<file path="config.mk">
export PLATFORM = sky130hd
export DESIGN_NAME = top_module_hls_deadlock_report_ctrl_flat
export DESIGN_NICKNAME = d
export VERILOG_FILES = /design/src/rtl/top_module_hls_deadlock_report_ctrl_if.sv /design/src/rtl/top_module_hls_deadlock_report_ctrl.sv /design/src/flat_wrapper.sv
export SDC_FILE = /design/constraint.sdc
export NUM_CORES = 1
export LEC_CHECK = 0
export BUFFER_PORTS_ARGS = -buffer_cell sky130_fd_sc_hd__buf_2
export CAP_MARGIN = 20
export CORE_ASPECT_RATIO = 1.2
export CORE_MARGIN = 5
export CORE_UTILIZATION = 40
export CTS_BUF_LIST = sky130_fd_sc_hd__clkbuf_2
export DETAILED_ROUTE_END_ITERATION = 6
export PLACE_DENSITY = 0.63
export RECOVER_POWER = 25
export SYNTH_ARGS = -nofsm -noshare
export SYNTH_HDL_FRONTEND = slang
export SYNTH_SLANG_ARGS = --single-unit
</file>
<file path="constraint.sdc">
create_clock -name clock -period 2.1 [get_ports clock]
set_input_delay 0.105 -clock clock [delete_from_list [all_inputs] [get_ports clock]]
set_output_delay 0.105 -clock clock [all_outputs]
set_load 0.01 [all_outputs]
</file>
<file path="src/rtl/top_module_hls_deadlock_report_ctrl_if.sv">
// Bundle of the deadlock report controller's functional signals.
// master: supervisor side (drives enable/mon_block/ack, observes the report).
// slave : the report controller itself.
//   enable, mon_block, ack                      -> controller
//   irq, dl_valid, dl_idx, dl_vec, dl_cycle,
//   event_count                                 <- controller
interface top_module_hls_deadlock_report_ctrl_if #(
    parameter int unsigned NUM_MON = 4,
    parameter int unsigned CNT_W   = 32
);
    localparam int unsigned IDX_W = (NUM_MON > 1) ? $clog2(NUM_MON) : 1;

    logic                enable;
    logic [NUM_MON-1:0]  mon_block;
    logic                ack;
    logic                irq;
    logic                dl_valid;
    logic [IDX_W-1:0]    dl_idx;
    logic [NUM_MON-1:0]  dl_vec;
    logic [CNT_W-1:0]    dl_cycle;
    logic [15:0]         event_count;

    modport master (
        output enable, mon_block, ack,
        input  irq, dl_valid, dl_idx, dl_vec, dl_cycle, event_count
    );

    modport slave (
        input  enable, mon_block, ack,
        output irq, dl_valid, dl_idx, dl_vec, dl_cycle, event_count
    );
endinterface

</file>
<file path="src/rtl/top_module_hls_deadlock_report_ctrl.sv">
// Supervisory controller for the per-dataflow HLS deadlock monitors.
// Debounces the monitor block flags, picks the lowest-index candidate, latches
// one timestamped report and holds a level IRQ until software acks. Re-arms
// only once every monitor has cleared.
// Ports:
//   clock    design clock
//   reset_n  async active-low reset
//   bus      slave side of the report interface (enable, mon_block, ack in;
//            irq, dl_valid, dl_idx, dl_vec, dl_cycle, event_count out)
module top_module_hls_deadlock_report_ctrl #(
    parameter int unsigned NUM_MON  = 4,
    parameter int unsigned DEBOUNCE = 16,
    parameter int unsigned CNT_W    = 32
) (
    input  logic clock,
    input  logic reset_n,
    top_module_hls_deadlock_report_ctrl_if.slave bus
);
    localparam int unsigned IDX_W = (NUM_MON > 1) ? $clog2(NUM_MON) : 1;
    localparam int unsigned DBC_W = $clog2(DEBOUNCE + 1);

    // Elaboration-time parameter sanity
    generate
        if (DEBOUNCE == 0 || NUM_MON == 0) begin : g_param_check
            $error("top_module_hls_deadlock_report_ctrl: DEBOUNCE and NUM_MON must be >= 1");
        end
    endgenerate

    typedef enum logic [2:0] {
        ST_IDLE,
        ST_ARMED,
        ST_DEBOUNCE,
        ST_REPORT,
        ST_HOLDOFF
    } state_t;

    state_t              state_q,  state_nxt;
    logic [IDX_W-1:0]    cand_q,   cand_nxt;
    logic [DBC_W-1:0]    dbc_q,    dbc_nxt;
    logic [CNT_W-1:0]    cyc_q,    cyc_nxt;
    logic                irq_q,    irq_nxt;
    logic                valid_q,  valid_nxt;
    logic [IDX_W-1:0]    idx_q,    idx_nxt;
    logic [NUM_MON-1:0]  vec_q,    vec_nxt;
    logic [CNT_W-1:0]    cycle_q,  cycle_nxt;
    logic [15:0]         evc_q,    evc_nxt;
    logic                capture_c;
    logic [IDX_W-1:0]    cap_idx_c;
    logic [IDX_W-1:0]    lowest_c;

    // Fixed priority: lowest set index wins
    function automatic logic [IDX_W-1:0] lowest_set(input logic [NUM_MON-1:0] v);
        logic [IDX_W-1:0] r;
        r = '0;
        for (int i = int'(NUM_MON) - 1; i >= 0; i--) begin
            if (v[i]) r = IDX_W'(i);
        end
        return r;
    endfunction

    assign lowest_c = lowest_set(bus.mon_block);

    // Next-state, counters and report capture
    always_comb begin
        state_nxt = state_q;
        cand_nxt  = cand_q;
        dbc_nxt   = dbc_q;
        cyc_nxt   = (cyc_q == '1) ? cyc_q : cyc_q + CNT_W'(1);
        valid_nxt = valid_q;
        idx_nxt   = idx_q;
        vec_nxt   = vec_q;
        cycle_nxt = cycle_q;
        evc_nxt   = evc_q;
        capture_c = 1'b0;
        cap_idx_c = cand_q;

        if (!bus.enable) begin
            // Disable dominates ack and any capture on the same edge
            state_nxt = ST_IDLE;
            cand_nxt  = '0;
            dbc_nxt   = '0;
            cyc_nxt   = '0;
            valid_nxt = 1'b0;
            idx_nxt   = '0;
            vec_nxt   = '0;
            cycle_nxt = '0;
            evc_nxt   = '0;
        end else begin
            case (state_q)
                ST_IDLE: begin
                    cyc_nxt   = '0;
                    state_nxt = ST_ARMED;
                end
                ST_ARMED: begin
                    if (|bus.mon_block) begin
                        cand_nxt = lowest_c;
                        if (DEBOUNCE == 1) begin
                            capture_c = 1'b1;
                            cap_idx_c = lowest_c;
                            state_nxt = ST_REPORT;
                        end else begin
                            dbc_nxt   = DBC_W'(1);
                            state_nxt = ST_DEBOUNCE;
                        end
                    end
                end
                ST_DEBOUNCE: begin
                    // Candidate is locked; a new higher-priority bit does not preempt
                    if (!bus.mon_block[cand_q]) begin
                        dbc_nxt   = '0;
                        state_nxt = ST_ARMED;
                    end else if (dbc_q == DBC_W'(DEBOUNCE - 1)) begin
                        dbc_nxt   = '0;
                        capture_c = 1'b1;
                        state_nxt = ST_REPORT;
                    end else begin
                        dbc_nxt = dbc_q + DBC_W'(1);
                    end
                end
                ST_REPORT: begin
                    if (bus.ack) state_nxt = ST_HOLDOFF;
                end
                ST_HOLDOFF: begin
                    if (bus.mon_block == '0) state_nxt = ST_ARMED;
                end
                default: state_nxt = ST_IDLE;
            endcase

            if (capture_c) begin
                valid_nxt = 1'b1;
                idx_nxt   = cap_idx_c;
                vec_nxt   = bus.mon_block;
                cycle_nxt = cyc_q;
                evc_nxt   = (evc_q == 16'hFFFF) ? evc_q : evc_q + 16'd1;
            end
        end

        irq_nxt = (state_nxt == ST_REPORT);
    end

    // State and output registers
    always_ff @(posedge clock or negedge reset_n) begin
        if (!reset_n) begin
            state_q <= ST_IDLE;
            cand_q  <= '0;
            dbc_q   <= '0;
            cyc_q   <= '0;
            irq_q   <= 1'b0;
            valid_q <= 1'b0;
            idx_q   <= '0;
            vec_q   <= '0;
            cycle_q <= '0;
            evc_q   <= '0;
        end else begin
            state_q <= state_nxt;
            cand_q  <= cand_nxt;
            dbc_q   <= dbc_nxt;
            cyc_q   <= cyc_nxt;
            irq_q   <= irq_nxt;
            valid_q <= valid_nxt;
            idx_q   <= idx_nxt;
            vec_q   <= vec_nxt;
            cycle_q <= cycle_nxt;
            evc_q   <= evc_nxt;
        end
    end

    assign bus.irq         = irq_q;
    assign bus.dl_valid    = valid_q;
    assign bus.dl_idx      = idx_q;
    assign bus.dl_vec      = vec_q;
    assign bus.dl_cycle    = cycle_q;
    assign bus.event_count = evc_q;
endmodule

</file>
<file path="src/flat_wrapper.sv">
// flat-port wrapper written by rule: the top's interface ports become plain ports
module top_module_hls_deadlock_report_ctrl_flat 
#(
    parameter int unsigned NUM_MON  = 4,
    parameter int unsigned DEBOUNCE = 16,
    parameter int unsigned CNT_W    = 32
)
  (clock, reset_n, bus_enable, bus_mon_block, bus_ack, bus_irq, bus_dl_valid, bus_dl_idx, bus_dl_vec, bus_dl_cycle, bus_event_count);
  top_module_hls_deadlock_report_ctrl_if #(.NUM_MON(NUM_MON), .CNT_W(CNT_W)) bus_i ();
  input  logic clock;
  input  logic reset_n;
  input wire logic [$bits(bus_i.enable)-1:0] bus_enable;
  input wire logic [$bits(bus_i.mon_block)-1:0] bus_mon_block;
  input wire logic [$bits(bus_i.ack)-1:0] bus_ack;
  output wire logic [$bits(bus_i.irq)-1:0] bus_irq;
  output wire logic [$bits(bus_i.dl_valid)-1:0] bus_dl_valid;
  output wire logic [$bits(bus_i.dl_idx)-1:0] bus_dl_idx;
  output wire logic [$bits(bus_i.dl_vec)-1:0] bus_dl_vec;
  output wire logic [$bits(bus_i.dl_cycle)-1:0] bus_dl_cycle;
  output wire logic [$bits(bus_i.event_count)-1:0] bus_event_count;
  assign bus_i.enable = bus_enable;
  assign bus_i.mon_block = bus_mon_block;
  assign bus_i.ack = bus_ack;
  assign bus_irq = bus_i.irq;
  assign bus_dl_valid = bus_i.dl_valid;
  assign bus_dl_idx = bus_i.dl_idx;
  assign bus_dl_vec = bus_i.dl_vec;
  assign bus_dl_cycle = bus_i.dl_cycle;
  assign bus_event_count = bus_i.event_count;
  top_module_hls_deadlock_report_ctrl #(.NUM_MON(NUM_MON), .DEBOUNCE(DEBOUNCE), .CNT_W(CNT_W)) u_core (.clock(clock), .reset_n(reset_n), .bus(bus_i));
endmodule
</file>
==> results of run 1 <==
[power groups by stage]
stage,registers (W),clock network (W),logic (W)
final,0.00193,0.00104,0.000358
after detailed placement,0.00197,0,0.000339
after CTS,0.00193,0.00107,0.000363
after global placement,0.00196,0,0.000335
after floorplan,0.00196,0,0.000170
after global routing,0.00194,0.00115,0.000401
[stage by stage]
step	instance area [sq um]	setup slack, ns
floorplan	4620	-0.0154
global placement	5470	0.0311
detailed placement	5470	-0.00334
CTS	5740	0.00701
global route	5760	-0.0240
finish	5760	0.0444
[Yosys cell counts (8+ instances only)]
cell       n
dfrtp_1   98
a22o_1    39
nor2_1    38
a21oi_1   32
nand2_1   30
o21ai_0   28
or3_1     22
clkbuf_1  21
nand4_1   17
nand3_1   16
xnor2_1   11
inv_1      8
[what timing repair did]
item                                    CTS  global route
hold endpoints to repair                119             0
resized for setup                         4             7
pin swaps                                 0             1
setup buffers                             1             3
endpoints found under the setup margin    4            11
hold buffers                              9             0
[worst reg2reg max path, stage by stage (launching register included)]
cell	delay [ns]
dfrtp_1	0.43
nand4_2	0.12
or4_4	0.56
a211o_4	0.34
or4_4	0.43
a21oi_2	0.14
[state kept, by name, indices dropped and copies added (netlist names)]
name and count:
u_core.state_q 3, u_core.cyc_q 32, u_core.cand_q 2, u_core.bus.irq 1, u_core.bus.dl_valid 1, u_core.bus.dl_vec 4
u_core.bus.dl_cycle 32, u_core.dbc_q 5, u_core.bus.event_count 16, u_core.bus.dl_idx 2
[metal layers]
metal / vias to the layer above / global-route usage, % / part of all wire (%)
li1: 1892 / - / -
met1: 1985 / 22.0 / 45
met2: 80 / 29.6 / 49
met3: 18 / 2.57 / 3.6
met4: 0 / 6.91 / 2.0
met5: - / 0 / 0
[cells by family after synthesis]
kind of cell    Yosys count  synth area share (%)
xor+xnor                 13                  2.49
compound gates          126                  18.9
buf+inv                  34                  2.87
simple gates            169                  20.2
mux                       3                 0.930
flops                    98                  53.6
fa+ha+maj                 4                  1.04
[cells in the final DEF, fill, tap and decap left out, types with 10 or more instances in the layout]
master	instances
a21oi_1	31
a22o_1	39
buf_2	62
buf_4	56
clkbuf_2	10
dfrtp_1	96
nand2_1	30
nand3_1	16
nand4_1	17
nor2_1	37
o21ai_0	28
or3_1	22
xnor2_1	11
[final timing paths]
check,from,end,slack (ns),depth (start not counted)
setup / recovery,u_core.cyc_q[3]$_DFFE_PN0P_,u_core.cyc_q[31]$_DFFE_PN0P_,0.04,5
hold / removal,reset_n,u_core.bus.dl_idx[0]$_DFFE_PN0P_,0.09,3
setup reg to reg,u_core.cyc_q[3]$_DFFE_PN0P_,u_core.cyc_q[31]$_DFFE_PN0P_,0.04,5
hold reg to reg,u_core.bus.dl_valid$_DFFE_PN0P_,u_core.bus.dl_valid$_DFFE_PN0P_,0.51,1
max in group asynchronous,reset_n,u_core.bus.event_count[1]$_DFFE_PN0P_,0.45,3
min in group clock,bus_mon_block[1],u_core.bus.dl_vec[1]$_DFFE_PN0P_,0.37,3
[area by class of cell]
class                      count  share of cell area, %
inverter                       8                  0.521
multi-input combinational    315                   36.0
clock inverter                 7                   1.63
sequential                    98                   42.6
tap                          154                   3.34
clock buffer                   9                  0.782
timing repair buffer         130                   15.1
==> flow_summary_export.csv, run 1 <==
group,metric,value,unit
logic_synthesis,async_flop_share,100,%
critical_path,cp-end-kind,"register",
power,p_leak,2.69,nW
logic_synthesis,avgSynthCellArea,10.2,sq um
cells_and_area,area_growth,25.9,%
sta,rsz0062_at_grt,"true",
cells_and_area,fin_nets,573,
cts,clkSlewWorstSetupHoldPaths,0.26,ns
route,wl,11400,microns
flow_run,maxCapViolCount,1,
cts,cts_root_buf,"clkbuf_2",
global_routing,grt_max_degree,43,
cells_and_area,diodes,0,
power,clkPwrFrac,31.2,%
critical_path,cp_data_arrival_time,2.59,ns
floorplan,design.core.area,11100,sq um
power,p_sw_share,26.6,%
route,num_vias,3975,
cells_and_area,drive_gt1_share,29.1,%
route,drc_errors,0,
floorplan,num_io_pins,64,
power,p_int,0.00245,W
cells_and_area,multiInputGateArea,2080,sq um
cells_and_area,instances_no_fill,721,
power,p_switching,0.000886,W
critical_path,path_cells,"nand4_2, or4_4, a211o_4, or4_4, a21oi_2",
route,first_pass_iters,4,
place,hpwl,7750,microns
global_routing,grt_pass1_vias,4003,
logic_synthesis,synth_top_area_share,53.6,%
cts,clockBufferDepth,2,
sta,final-hold-violation-count,0,
route,vias_per_cell,5.51,
power,seq_power_share,58.0,%
logic_synthesis,synth-seq-area-share,53.6,%
global_routing,grt_pass1_wl,19300,microns
cells_and_area,fillers,1066,
logic_synthesis,syn_area,4570,sq um
logic_synthesis,synth_area_leaders,"dfrtp_1 54%, a22o_1 7.5%, a21oi_1 3.5%",
global_routing,antenna_found_initial,0,
logic_synthesis,synthCells,447,
status,status,"finished with violations",
critical_path,critPathRequiredTime,2.63,ns
floorplan,fp.dieArea,13700,sq um
cts,cts_tree,"done",
critical_path,crit_buf_inv,0,
global_routing,grt-ovfl-total,0,
critical_path,crit_fanout,12,
route,postRouteAntennaNets,0,
sta,slew_viol_final,36,
floorplan,die_y,127,microns
cts,clock_latency,0.59,ns
power,p_per_area,578,nW/um^2
logic_synthesis,syn_nets,458,
route,initialDrtViolationCount,185,
logic_synthesis,synth_area_leader_cell,"dfrtp_1",
sta,fmax,486,MHz
logic_synthesis,yosysWarnings,0,
global_routing,grt_use_total,17.3,%
hold_path,hold_path.class,"in -> async",
logic_synthesis,synth_cell_types,50,
critical_path,cp_slowest_stage_delay,0.56,ns
critical_path,path_class,"reg -> reg",
cts,htree_levels,3,
logic_synthesis,synthFlopType,"dfrtp_1",
logic_synthesis,ys_ff_latch,98,
cells_and_area,fin_util,51.7,%
sta,period_minus_slack,2.06,ns
power,peakVddDrop,0.000298,V
cells_and_area,seq_area,2450,sq um
logic_synthesis,synth_edf_count,0,
sta,setup-violations-final,0,
power,p_total,0.00333,W
critical_path,crit_family,"simple AND/OR/NAND/NOR gates",
sta,tightestPinTransition,1.61,ns
sta,min_period_over_period,97.9,%
route,wl_per_cell,15.8,microns
cts,cts_buffers,9,
sta,fin_hold_ws,0.0862,ns
sta,relSlewSlack,-7.39,%
place,gp_congestion,0.799,
cts,clock-sinks,98,
critical_path,crit_slowest_cell,"or4_4",
place,port_buffers,63,
critical_path,worst_setup_path_start_kind,"register",
floorplan,initial_core_util,41.1,%
critical_path,cp_common_cell,"or4_4",
status,violations,"capacitance limit, slew limit",
power,p_comb_share,10.8,%
floorplan,die_w,108,microns
sta,finalClockSkew,0.0278,ns
floorplan,fp-row-count,42,
place,dp.cells,692,
sta,tns,0,ns
(Power assumes the default switching activity.)
==> run 2, diff against run 1 <==
- CTS_BUF_LIST: sky130_fd_sc_hd__clkbuf_2 -> sky130_fd_sc_hd__clkbuf_16
- GPL_ROUTABILITY_DRIVEN: default -> 0
==> run 2 against run 1 <==
  * The flow now finishes without violations
  * Sequential share of layout area down 0.29 points
  * Routed wire length down 2.7%
  * Sequential power about the same
  * Count of clock-buffer cells in the layout unchanged
  * Critical path type unchanged
  * Largest power group unchanged
==> flow_summary_export.csv, run 2 (synthesized netlist as in run 1, its figures left out) <==
group,metric,value,unit
cells_and_area,final_cell_mix,"96 x dfrtp_1, 53 x buf_4, 40 x buf_2, 39 x a22o_1, 37 x nor2_1",
route,initialDrtViolationCount,205,
cells_and_area,area_growth,26.8,%
critical_path,worst_setup_path_start_kind,"register",
sta,relSlewSlack,36.7,%
route,wl,11100,microns
cts,cts_tree,"done",
flow_run,maxCapViolCount,0,
sta,min_period_over_period,96.7,%
cells_and_area,final_common_cell,"dfrtp_1",
place,hpwl,7750,microns
power,peakVddDrop,0.000317,V
sta,period_minus_slack,2.03,ns
critical_path,crit_fanout,12,
critical_path,r2r_slack,0.07,ns
cells_and_area,drive_gt1_share,25.0,%
critical_path,cp-end-kind,"register",
sta,tightestPinTransition,0.950,ns
cells_and_area,fin_nets,563,
cells_and_area,diodes,0,
critical_path,cp_data_arrival_time,2.30,ns
cells_and_area,fin_util,52.1,%
floorplan,fp.dieArea,13700,sq um
hold_path,min_delay_path_depth,3,
cts,clkSlewWorstSetupHoldPaths,0.06,ns
floorplan,design.core.area,11100,sq um
global_routing,grt_pass1_wl,19100,microns
place,port_buffers,63,
route,drc_errors,0,
sta,fmax,492,MHz
global_routing,grt_max_degree,43,
global_routing,grt_use_total,17.2,%
cts,clock_latency,0.34,ns
sta,slew_viol_final,0,
global_routing,grt_pass1_vias,3970,
cts,cts_buffers,9,
floorplan,die_y,127,microns
route,postRouteAntennaNets,0,
power,p_total,0.00402,W
status,status,"completed",
cts,htree_levels,3,
critical_path,critPathRequiredTime,2.37,ns
power,p_leak,2.59,nW
cells_and_area,design_area,5800,sq um
power,p_per_area,693,nW/um^2
route,num_vias,3873,
floorplan,num_io_pins,64,
sta,final-hold-violation-count,0,
hold_path,hold_path.class,"in -> reg",
sta,finalClockSkew,0.00561,ns
critical_path,reg2reg_depth,5,
cts,clock-sinks,98,
route,vias_per_cell,5.45,
cts,clockBufferDepth,2,
floorplan,initial_core_util,41.1,%
place,place_area,5470,sq um
cts,cts_root_buf,"clkbuf_16",
sta,setup-violations-final,0,
route,first_pass_iters,4,
critical_path,path_class,"reg -> reg",
floorplan,die_w,108,microns
floorplan,fp-row-count,42,
global_routing,grt-ovfl-total,0,
route,wl_per_cell,15.6,microns
global_routing,antenna_found_initial,0,
[run 2: cell type report]
type	instances	area (sq um)
Tap cell	154	193
Multi-Input combinational cell	315	2060
Sequential cell	98	2450
Clock inverter	7	93.8
Clock buffer	9	225
Inverter	8	30.0
Timing Repair Buffer	120	743
Fill cell	1070	5340
[run 2: report_power, final]
group	internal, W	switching [W]
Combinational	0.000131	0.000205
Sequential	0.00191	0.0000179
Clock	0.00104	0.000718
Total	0.00308	0.000941
[run 2: worst paths after layout]
kind                                                       end                            start
min in group asynchronous             u_core.bus.irq$_DFF_PN0_                          reset_n
setup reg to reg                  u_core.cyc_q[31]$_DFFE_PN0P_      u_core.cyc_q[3]$_DFFE_PN0P_
setup / recovery                  u_core.cyc_q[31]$_DFFE_PN0P_      u_core.cyc_q[3]$_DFFE_PN0P_
max in group asynchronous  u_core.bus.dl_cycle[27]$_DFFE_PN0P_                          reset_n
hold / removal                     u_core.state_q[2]$_DFF_PN0_                          bus_ack
hold reg to reg                u_core.bus.dl_valid$_DFFE_PN0P_  u_core.bus.dl_valid$_DFFE_PN0P_
[run 2: through the flow]
stage	setup TNS (ns)	hold WS, ns	setup WS [ns]	instances
6_report	0	0.0474	0.0695	711
3_5_place_dp	-0.00334	0.114	-0.00334	692
4_1_cts	0	0.0288	0.00749	709
2_1_floorplan	-0.0263	-0.191	-0.0154	447
5_1_grt	-0.0225	0.0537	-0.0172	711
3_3_place_gp	0	0.106	0.0311	692
[run 2: worst max-delay path, stage by stage (launching register included)]
cell and delay (ns):
dfrtp_1 0.37, nand4_2 0.12, or4_4 0.57, a211o_4 0.34, or4_4 0.43, a21oi_2 0.14
[run 2: routing by layer]
layer  wire length, microns  track usage (%)
met1                   4950             21.6
met2                   5590             29.3
met3                    453             3.83
met4                    114             5.65
met5                      0                0
[run 2: repair_timing]
item | in CTS | in global routing
buffers inserted | 0 | 2
endpoints found under the setup margin | 2 | 14
resized for setup | 3 | 4
hold buffers | 1 | 0
hold endpoints to repair | 35 | 0
pin swaps | 0 | 1
==> run 3, diff against run 2 <==
- CTS_BUF_LIST: sky130_fd_sc_hd__clkbuf_16 -> sky130_fd_sc_hd__clkbuf_2 sky130_fd_sc_hd__clkbuf_4 sky130_fd_sc_hd__clkbuf_8
==> run 3 against run 2 <==
  * Worst setup slack got worse by 0.013 ns
  * Total power fell by 9.3%
  * Final cell count up 0.28%
  * Sequential power is essentially flat
  * Clock skew down 0.0011 ns
  * Routed wire length shrank 0.57%
  * Count of clock-buffer cells in the layout up 1
  * Via count up 0.15%
  * Non-clock buffer count increased by 2
  * Register-to-register slack hardly changed
  * Largest power group unchanged
==> flow_summary_export.csv, run 3 (synthesized netlist as in run 1, its figures left out) <==
group,metric,value,unit
sta,period_minus_slack,2.04,ns
global_routing,antenna_found_initial,0,
power,p_comb_share,9.3,%
power,seq_power_share,52.8,%
critical_path,path_class,"reg -> reg",
sta,min_period_over_period,97.3,%
floorplan,fp.dieArea,13700,sq um
route,wl_per_cell,15.5,microns
global_routing,grt_use_total,17.1,%
power,p_leak,2.66,nW
critical_path,cp-end-kind,"register",
global_routing,grt-ovfl-total,0,
power,p_int,0.00274,W
floorplan,num_io_pins,64,
sta,finalClockSkew,0.00450,ns
route,wl,11000,microns
cts,cts_root_buf,"clkbuf_8",
power,p_sw_share,24.8,%
hold_path,hold_path.class,"in -> reg",
cts,clkSlewWorstSetupHoldPaths,0.09,ns
global_routing,grt_pass1_vias,3997,
cts,cts_buffers,9,
power,p_switching,0.000903,W
power,clkPwrFrac,37.9,%
sta,tightestPinTransition,0.961,ns
floorplan,die_y,127,microns
route,postRouteAntennaNets,0,
floorplan,die_w,108,microns
critical_path,r2r_slack,0.06,ns
sta,final-hold-violation-count,0,
critical_path,crit_fanout,12,
sta,slew_viol_final,0,
cts,clock-sinks,98,
cells_and_area,area_growth,25.7,%
global_routing,grt_pass1_wl,19000,microns
floorplan,design.core.area,11100,sq um
cells_and_area,final_cell_mix,"96 x dfrtp_1, 62 x buf_2, 54 x buf_4, 39 x a22o_1, 37 x nor2_1",
sta,setup-violations-final,0,
power,peakVddDrop,0.000340,V
cts,clock_latency,0.37,ns
cells_and_area,diodes,0,
floorplan,initial_core_util,41.1,%
route,drc_errors,0,
cells_and_area,fin_nets,565,
power,p_per_area,634,nW/um^2
place,port_buffers,63,
route,num_vias,3879,
critical_path,cp_data_arrival_time,2.35,ns
floorplan,fp-row-count,42,
flow_run,maxCapViolCount,0,
cells_and_area,drive_gt1_share,29.2,%
sta,relSlewSlack,35.9,%
sta,setup_ws,0.0561,ns
cts,cts_tree,"done",
critical_path,worst_setup_path_start_kind,"register",
route,vias_per_cell,5.44,
place,hpwl,7750,microns
critical_path,critPathRequiredTime,2.41,ns
route,initialDrtViolationCount,212,
global_routing,grt_max_degree,43,
sta,tns,0,ns
cts,htree_levels,3,
status,status,"completed",
place,place_ws,-0.00334,ns
route,first_pass_iters,4,
cts,clockBufferDepth,2,
sta,fmax,489,MHz
cells_and_area,final_common_cell,"dfrtp_1",
==> run 3: cell types whose count changed in the layout (fill, tap and decap cells not counted) <==
cell	previous run	this run
buf_2	40	62
and3_2	0	1
buf_4	53	54
clkbuf_1	22	0
or4_4	4	3
or4_1	1	2
clkbuf_8	0	10
and3_1	4	3
dlygate4sd3_1	1	2
clkinv_1	1	0
clkbuf_16	9	0
==> run 3: worst paths after layout <==
path | start | endpoint | depth (start not counted)
worst max-delay path | u_core.cyc_q[3]$_DFFE_PN0P_ | u_core.cyc_q[31]$_DFFE_PN0P_ | 5
worst min-delay path | bus_mon_block[3] | u_core.bus.dl_vec[3]$_DFFE_PN0P_ | 2
worst max register to register | u_core.cyc_q[3]$_DFFE_PN0P_ | u_core.cyc_q[31]$_DFFE_PN0P_ | 5
worst min register to register | u_core.bus.dl_valid$_DFFE_PN0P_ | u_core.bus.dl_valid$_DFFE_PN0P_ | 1
max in group asynchronous | reset_n | u_core.cyc_q[28]$_DFFE_PN0P_ | 3
min in group asynchronous | reset_n | u_core.bus.irq$_DFF_PN0_ | 2
==> run 3: area by class of cell <==
cell class / count / area [sq um]
fill: 1056 / 5390
timing repair buffer: 122 / 788
clock inverter: 6 / 90.1
tap: 154 / 193
inverter: 8 / 30.0
multi-input combinational: 315 / 2060
sequential: 98 / 2450
clock buffer: 10 / 138
==> run 3: what timing repair did <==
item,CTS,global route
pin swaps,0,1
gates resized for setup,3,4
setup endpoints to repair,2,14
hold buffers,2,0
hold endpoints to repair,36,0
buffers inserted,0,3
==> run 3: metrics by stage <==
step | instance area [sq um] | instances | utilization, % | total power [W] | hold WS (ns)
6_report | 5750 | 713 | 51.6 | 0.00365 | 0.0318
5_1_grt | 5750 | 713 | 51.6 | 0.00381 | 0.0313
4_1_cts | 5730 | 710 | 51.5 | 0.00369 | 0.0109
3_5_place_dp | 5470 | 692 | 49.1 | 0.00230 | 0.114
3_3_place_gp | 5470 | 692 | 49.1 | 0.00230 | 0.106
2_1_floorplan | 4620 | 447 | - | 0.00213 | -0.191
==> run 3: routing by layer <==
layer	global-route usage (%)	wire, microns	vias to the layer above
li1	-	-	1872
met1	21.3	4960	1928
met2	29.4	5550	59
met3	2.67	321	20
met4	7.50	217	0
met5	0	0	-
==> run 3: worst max-delay path, cell delays in order (launching register included) <==
cell and delay, ns:
dfrtp_1 0.39, nand4_2 0.13, or4_4 0.56, a211o_4 0.33
or4_1 0.42, a21oi_2 0.14
==> run 3: power groups by stage <==
stage	combinational [W]	sequential, W	clock (W)
floorplan	0.000170	0.00196	0
global placement	0.000335	0.00196	0
detailed placement	0.000339	0.00197	0
CTS	0.000345	0.00193	0.00142
global route	0.000383	0.00193	0.00150
finish	0.000338	0.00193	0.00138
